==> config.mk <==
export PLATFORM = sky130hd
export DESIGN_NAME = booth_mult_arbiter
export DESIGN_NICKNAME = d
export VERILOG_FILES = /design/src/rtl/booth_pkg.sv /design/src/rtl/rr_arbiter.sv /design/src/rtl/booth_mult_arbiter.sv
export SDC_FILE = /design/constraint.sdc
export NUM_CORES = 1
export LEC_CHECK = 0
export CAP_MARGIN = 20
export CELL_PAD_IN_SITES_DETAIL_PLACEMENT = 1
export CELL_PAD_IN_SITES_GLOBAL_PLACEMENT = 1
export CORE_ASPECT_RATIO = 0.5
export CORE_MARGIN = 3
export CORE_UTILIZATION = 32
export CTS_BUF_LIST = sky130_fd_sc_hd__clkbuf_8 sky130_fd_sc_hd__clkbuf_16
export CTS_CLUSTER_SIZE = 8
export DETAILED_ROUTE_END_ITERATION = 10
export PLACE_DENSITY_LB_ADDON = 0.15
export SLEW_MARGIN = 20
export SYNTH_ARGS = -nofsm -noshare
export SYNTH_HDL_FRONTEND = slang
export SYNTH_SLANG_ARGS = --single-unit
==> constraint.sdc <==
create_clock -name i_clk -period 3.5 [get_ports i_clk]
set_input_delay 0.7 -clock i_clk [delete_from_list [all_inputs] [get_ports i_clk]]
set_output_delay 0.7 -clock i_clk [all_outputs]
set_load 0.005 [all_outputs]
==> src/rtl/booth_pkg.sv <==
// Shared types and defaults for the Booth multiplier request scheduler.
package booth_pkg;

  localparam int DEF_N_REQ   = 4;
  localparam int DEF_WIDTH   = 8;
  localparam int DEF_TIMEOUT = 64;

  typedef enum logic [1:0] {
    IDLE,
    ISSUE,
    WAIT,
    RESP
  } state_t;

  function automatic int id_width(input int n);
    return (n <= 2) ? 1 : $clog2(n);
  endfunction

  function automatic int cnt_width(input int t);
    return $clog2(t + 1);
  endfunction

endpackage

==> src/rtl/rr_arbiter.sv <==
// Combinational round-robin pick: first set request at or above i_ptr, wrapping.
module rr_arbiter #(
  parameter int N_REQ = 4,
  parameter int ID_W  = 2
) (
  input  logic [N_REQ-1:0] i_req,
  input  logic [ID_W-1:0]  i_ptr,
  output logic             o_grant_valid,
  output logic [ID_W-1:0]  o_grant_id
);

  logic [2*N_REQ-1:0] w_dbl;
  logic [N_REQ-1:0]   w_rot;
  logic [ID_W-1:0]    w_off;
  logic [ID_W:0]      w_sum;

  // Rotating a doubled copy puts requester (ptr+k) mod N_REQ at bit k.
  assign w_dbl = {i_req, i_req} >> i_ptr;
  assign w_rot = w_dbl[N_REQ-1:0];

  always_comb begin
    w_off = '0;
    for (int k = N_REQ - 1; k >= 0; k--) begin
      if (w_rot[k]) w_off = ID_W'(k);
    end
  end

  assign w_sum         = {1'b0, i_ptr} + {1'b0, w_off};
  assign o_grant_id    = (w_sum >= (ID_W+1)'(N_REQ)) ? ID_W'(w_sum - (ID_W+1)'(N_REQ))
                                                     : w_sum[ID_W-1:0];
  assign o_grant_valid = |i_req;

endmodule

==> src/rtl/booth_mult_arbiter.sv <==
// Round-robin front end sharing one sequential Booth multiplier among N_REQ clients.
// Latches operands at grant, runs the core under a watchdog, returns product and id.
module booth_mult_arbiter
  import booth_pkg::*;
#(
  parameter int  N_REQ   = DEF_N_REQ,
  parameter int  WIDTH   = DEF_WIDTH,
  parameter int  TIMEOUT = DEF_TIMEOUT,
  localparam int ID_W    = id_width(N_REQ),
  localparam int CNT_W   = cnt_width(TIMEOUT)
) (
  input  logic                   i_clk,
  input  logic                   i_rst,
  input  logic [N_REQ-1:0]       i_req_valid,
  output logic [N_REQ-1:0]       o_req_ready,
  input  logic [N_REQ*WIDTH-1:0] i_req_a,
  input  logic [N_REQ*WIDTH-1:0] i_req_b,
  output logic                   o_mul_start,
  output logic [WIDTH-1:0]       o_mul_a,
  output logic [WIDTH-1:0]       o_mul_b,
  input  logic                   i_mul_done,
  input  logic [2*WIDTH-1:0]     i_mul_product,
  output logic                   o_rsp_valid,
  input  logic                   i_rsp_ready,
  output logic [ID_W-1:0]        o_rsp_id,
  output logic [2*WIDTH-1:0]     o_rsp_product,
  output logic                   o_rsp_err,
  output logic                   o_busy
);

  state_t             r_state;
  state_t             w_state_next;
  logic [ID_W-1:0]    r_rr_ptr;
  logic [ID_W-1:0]    r_grant_id;
  logic [WIDTH-1:0]   r_mul_a;
  logic [WIDTH-1:0]   r_mul_b;
  logic [2*WIDTH-1:0] r_rsp_product;
  logic               r_rsp_err;
  logic [CNT_W-1:0]   r_wd_cnt;

  logic               w_grant_valid;
  logic [ID_W-1:0]    w_grant_id;
  logic [N_REQ-1:0]   w_grant_onehot;
  logic               w_wd_expire;
  logic [WIDTH-1:0]   w_req_a [N_REQ];
  logic [WIDTH-1:0]   w_req_b [N_REQ];

  generate
    for (genvar gi = 0; gi < N_REQ; gi++) begin : g_unpack
      assign w_req_a[gi] = i_req_a[gi*WIDTH +: WIDTH];
      assign w_req_b[gi] = i_req_b[gi*WIDTH +: WIDTH];
    end
  endgenerate

  rr_arbiter #(
    .N_REQ (N_REQ),
    .ID_W  (ID_W)
  ) u_rr_arbiter (
    .i_req         (i_req_valid),
    .i_ptr         (r_rr_ptr),
    .o_grant_valid (w_grant_valid),
    .o_grant_id    (w_grant_id)
  );

  assign w_grant_onehot = N_REQ'(1) << w_grant_id;
  // Expiry fires on the last WAIT cycle, so the count lands on TIMEOUT-1 (needs TIMEOUT >= 2).
  assign w_wd_expire    = (r_wd_cnt == CNT_W'(TIMEOUT - 2));

  always_comb begin
    w_state_next = r_state;
    o_req_ready  = '0;
    case (r_state)
      IDLE: begin
        if (w_grant_valid) begin
          w_state_next = ISSUE;
          if (!i_rst) o_req_ready = w_grant_onehot;
        end
      end
      ISSUE: w_state_next = WAIT;
      WAIT:  if (i_mul_done || w_wd_expire) w_state_next = RESP;
      RESP:  if (i_rsp_ready) w_state_next = IDLE;
      default: w_state_next = IDLE;
    endcase
  end

  always_ff @(posedge i_clk or posedge i_rst) begin
    if (i_rst) begin
      r_state       <= IDLE;
      r_rr_ptr      <= '0;
      r_grant_id    <= '0;
      r_mul_a       <= '0;
      r_mul_b       <= '0;
      r_rsp_product <= '0;
      r_rsp_err     <= 1'b0;
      r_wd_cnt      <= '0;
    end else begin
      r_state <= w_state_next;
      case (r_state)
        IDLE: begin
          if (w_grant_valid) begin
            r_mul_a    <= w_req_a[w_grant_id];
            r_mul_b    <= w_req_b[w_grant_id];
            r_grant_id <= w_grant_id;
          end
        end
        ISSUE: r_wd_cnt <= '0;
        WAIT: begin
          // A done arriving with the watchdog expiry still counts as success.
          if (i_mul_done) begin
            r_rsp_product <= i_mul_product;
            r_rsp_err     <= 1'b0;
          end else begin
            r_wd_cnt <= r_wd_cnt + 1'b1;
            if (w_wd_expire) begin
              r_rsp_product <= '0;
              r_rsp_err     <= 1'b1;
            end
          end
        end
        RESP: begin
          if (i_rsp_ready)
            r_rr_ptr <= (r_grant_id == ID_W'(N_REQ - 1)) ? '0 : r_grant_id + 1'b1;
        end
        default: ;
      endcase
    end
  end

  assign o_mul_start   = (r_state == ISSUE);
  assign o_mul_a       = r_mul_a;
  assign o_mul_b       = r_mul_b;
  assign o_rsp_valid   = (r_state == RESP);
  assign o_rsp_id      = r_grant_id;
  assign o_rsp_product = r_rsp_product;
  assign o_rsp_err     = r_rsp_err;
  assign o_busy        = (r_state != IDLE);

endmodule

==> results.md <==
Placed design:
- The cell area after placement is 4380 sq um.
- The post-placement cell count is 522.
- The number of buffers added on ports is 129.
- Detailed placement ended at an HPWL of 7240 um.
- Timing analysis after detailed placement gives a worst setup slack of -0.745 ns.
- Routability-driven placement finished with a final weighted congestion of 0.852.

Hold path:
- In this run the worst hold path is classified as reg -> reg.
- The number of instances on the worst hold path is 2.

Synth:
- The number of enable flip-flop cells after synthesis is 0.
- After synthesis the netlist holds a flip-flop and latch count of 46.
- The number of distinct library cells after synthesis is 45.
- The largest area contributor in the synthesized netlist is dfrtp_1.
- The instance count of the mapped netlist is 280.
- The mapped cell area is 2960 sq um.
- The most used flip-flop cell after synthesis is dfrtp_1.
- The library cell with the highest instance count after synthesis is dfrtp_1.
- The number of warnings issued by yosys is 0.
- Counting instances in the post-synthesis netlist gives the leading cell types as dfrtp_1, nor2b_1, nand2_1, a22o_1, clkbuf_1.
- After synthesis, the cell types taking the most area are dfrtp_1, nor2b_1, a22o_1, a2111oi_2, a221oi_2.
- The share of the Yosys chip area taken by registers is 0.390.
- After synthesis, the share of flip-flops with an asynchronous set or reset is 1.00.
- The top cell type's share of synthesized area is 0.390.
- A synthesized cell averages 10.6 sq um.
- The net count after synthesis is 377.

Clock network:
- For the worst-skew pair, the clock arrives at the later sink with an insertion delay of 0.29 ns.
- The library cell used as clock root buffer is clkbuf_16.
- The total CTS buffers is 5.
- The clock-pin slew on the worst setup and hold paths is 0.07 ns.
- The CTS tree is yes.
- The number of sinks handled by clock tree synthesis is 46.
- The maximum root-to-sink buffer count is 2.
- The H-tree level count is 2.

Timing:
- The final-layout setup total negative slack is 0 ns.
- The number of endpoints with negative hold slack in the final report came to 0.
- The fmax is 0.300 GHz.
- The final setup violation count is 0.
- The final max-slew violation count is 0.
- The relative slew slack is 0.548.
- Setup repair after global routing left no endpoint under its margin.
- The worst slack on hold paths is 0.489 ns.
- Counting I/O delays and the setup requirement, the final critical path takes 3.34 ns.
- The final critical-path share of the clock period is 0.954.
- At the pin with the least slew margin, the transition time is 0.678 ns.
- Setup slack closes at 0.161 ns.
- Between clock sinks in the finished design, the worst skew comes to 0.00255 ns.

Pwr:
- The relative contribution of combinational cells to total power is 0.650.
- The sequential fraction of design power is 0.229.
- The switching power summed over all nets is 1.72 mW.
- The power density over the cells is 874 nW/um^2.
- The switching fraction of total power is 0.425.
- The reported leakage power is 1.85 nW.
- The share of total power in the clock network is 0.120.
- The worst-case vdd ir drop is 0.000382 V.
- The overall power of the completed layout is 4.05 mW.
- The internal power of the cells is 2.33 mW.

Global routing:
- The global-route usage over all layers is 0.181.
- The maximum number of pins on one net before global-route repair is 47.
- The wire length of the first global-routing pass is 15200 um.
- The total overflow left after global routing is 0.
- The via count of the first global-routing pass is 2987.
- The initial antenna violation count is 0.

Finish:
- 0 antenna diodes ended up in the layout.
- The fill cell total of the finished layout is 967.
- At the end of the flow the core is filled with cells to 0.525.
- The summed area of non-filler cells in the final layout is 4630 sq um.
- The final cell count without fillers is 534.
- After the last flow step, the layout net total stands at 513.
- Of the cells placed in the final design, the portion with a size suffix greater than 1 is 0.199.
- The synthesis-to-layout area growth is 56.8%.

Worst setup path:
- The register-to-register setup slack is 0.66 ns.
- The arrival time at the worst endpoint is 2.64 ns.
- At the worst endpoint, the required time is 2.80 ns.
- The largest driver fanout on the critical path is 4.
- The startpoint kind of the worst setup timing path is an input port.
- The startpoint-to-endpoint class of the critical path is in -> out.
- Measured in cells, the most critical reg-to-reg path has a length of 11.
- The element type at the critical path end is an output pin.

Status:
- The run finished with clean final reports.

Route:
- The first-pass detailed-route iteration total is 4.
- The detailed-route DRC error count is 0.
- The routed design has 9350 um of wire.
- The number of nets with antenna violations after detailed routing is 0.
- Detailed routing placed a total of 4860 um of wire on met2.
- The via count is 2741.
- The iteration-0 DRC count of the detailed router is 65.
- The via count normalized by instance count is 5.13.
- The wire length on met1 is 3910 um.
- The top metal layer carrying routed signals is met4.
- In the final routed layout, each cell accounts on average for 17.5 um.
- The sum of met3 wire segment lengths after detailed routing is 533 um.

Flow run:
- The max-capacitance violation count is 0.

Floorplanning:
- During I/O placement, the number of pins put on the boundary was 130.
- The die area is 10500 sq um.
- The die boundary width is 142 um.
- The floorplan step set the die height to 74.0 um.
- The total area inside the core boundary comes to 8830 sq um.
- The effective utilization at floorplan is 0.335.
- In this run the core area contains 24 standard-cell rows.
[sequential cells by signal (all words and copies together), names as in the netlist]
signal / flops
o_rsp_id: 2
r_rr_ptr: 2
o_mul_b: 8
r_wd_cnt: 7
o_rsp_product: 16
o_rsp_err: 1
o_mul_a: 8
r_state: 2
[cell type report]
| cell class | count | area (sq um) | area share |
|---|---|---|---|
| Inverter | 5 | 18.8 | 0.00405 |
| Timing Repair Buffer | 150 | 1450 | 0.313 |
| Tap cell | 117 | 146 | 0.0316 |
| Clock inverter | 3 | 25.0 | 0.00540 |
| Clock buffer | 5 | 125 | 0.0270 |
| Multi-Input combinational cell | 208 | 1720 | 0.371 |
| Sequential cell | 46 | 1150 | 0.249 |
[logic make-up (layout without fill, tap and decap cells)]
kind of cell             Yosys count  after routing  synth area share
AO/OA/AOI/OAI                     90             90             0.298
buffers and inverters             26            163            0.0546
flip-flops                        46             46             0.389
AND/OR/NAND/NOR                  103            103             0.199
multiplexers                       4              4            0.0148
adder cells (fa/ha/maj)            9              9            0.0381
XOR/XNOR                           2              2           0.00593
[layout by cell type, fill, tap and decap left out, types with 2 or more instances in the layout]
cell	netlist	final
a2111oi_0	7	7
a2111oi_2	9	9
a21oi_1	4	4
a221oi_1	8	7
a221oi_2	9	10
a22o_1	16	16
and3_1	2	2
buf_2	0	4
buf_4	1	18
buf_6	8	2
clkbuf_16	0	5
clkdlybuf4s15_1	0	2
clkdlybuf4s50_1	0	121
dfrtp_1	46	45
ha_1	9	8
inv_1	5	4
mux2_2	3	3
nand2_1	29	28
nand2b_1	2	2
nand3_1	5	5
nand4_1	3	3
nor2_1	8	7
nor2b_1	38	38
nor3_1	2	2
nor3b_1	2	2
nor4_1	3	3
nor4_2	2	2
o21ai_0	9	9
o21ai_1	3	2
o31ai_1	9	9
o31ai_2	9	9
[power groups by stage]
stage                     Combinational, mW  Clock [mW]  Sequential (mW)
after floorplan                        1.66           0            0.918
after global placement                 2.45           0            0.920
after detailed placement               2.54           0            0.935
after CTS                              2.67       0.505            0.931
after global routing                   2.91       0.532            0.962
final                                  2.64       0.488            0.929
[worst paths after layout]
check	startpoint	endpoint
min	o_mul_a[1]	o_mul_a[1]
max	i_req_valid[2]	o_req_ready[2]
max in group asynchronous	i_rst	r_rr_ptr[0]
max reg2reg	r_rr_ptr[0]	o_mul_a[3]
min in group asynchronous	i_rst	o_mul_a[4]
min reg2reg	o_mul_a[1]	o_mul_a[1]
[what timing repair did]
| item | in CTS | in global routing |
|---|---|---|
| pin swaps | 10 | 3 |
| resized for setup | 36 | 1 |
| setup buffers | 3 | 0 |
| hold buffers | 0 | 0 |
| setup endpoints to repair | 4 | 1 |
[layer usage]
| layer | vias up | track usage |
|---|---|---|
| li1 | 1334 | - |
| met1 | 1339 | 0.218 |
| met2 | 64 | 0.334 |
| met3 | 4 | 0.0527 |
| met4 | 0 | 0.0255 |
| met5 | - | 0 |
[worst max-delay path: stages]
cell and delay [ns]:
clkdlybuf4s15_2 0.22, a221oi_2 0.23, a21oi_1 0.08, or3_4 0.39, ha_4 0.21, xor2_4 0.16
buf_6 0.12, a31oi_4 0.18, nor2_4 0.06, nor4_2 0.13, buf_2 0.15
No activity file was read; power rests on OpenSTA's default activity.
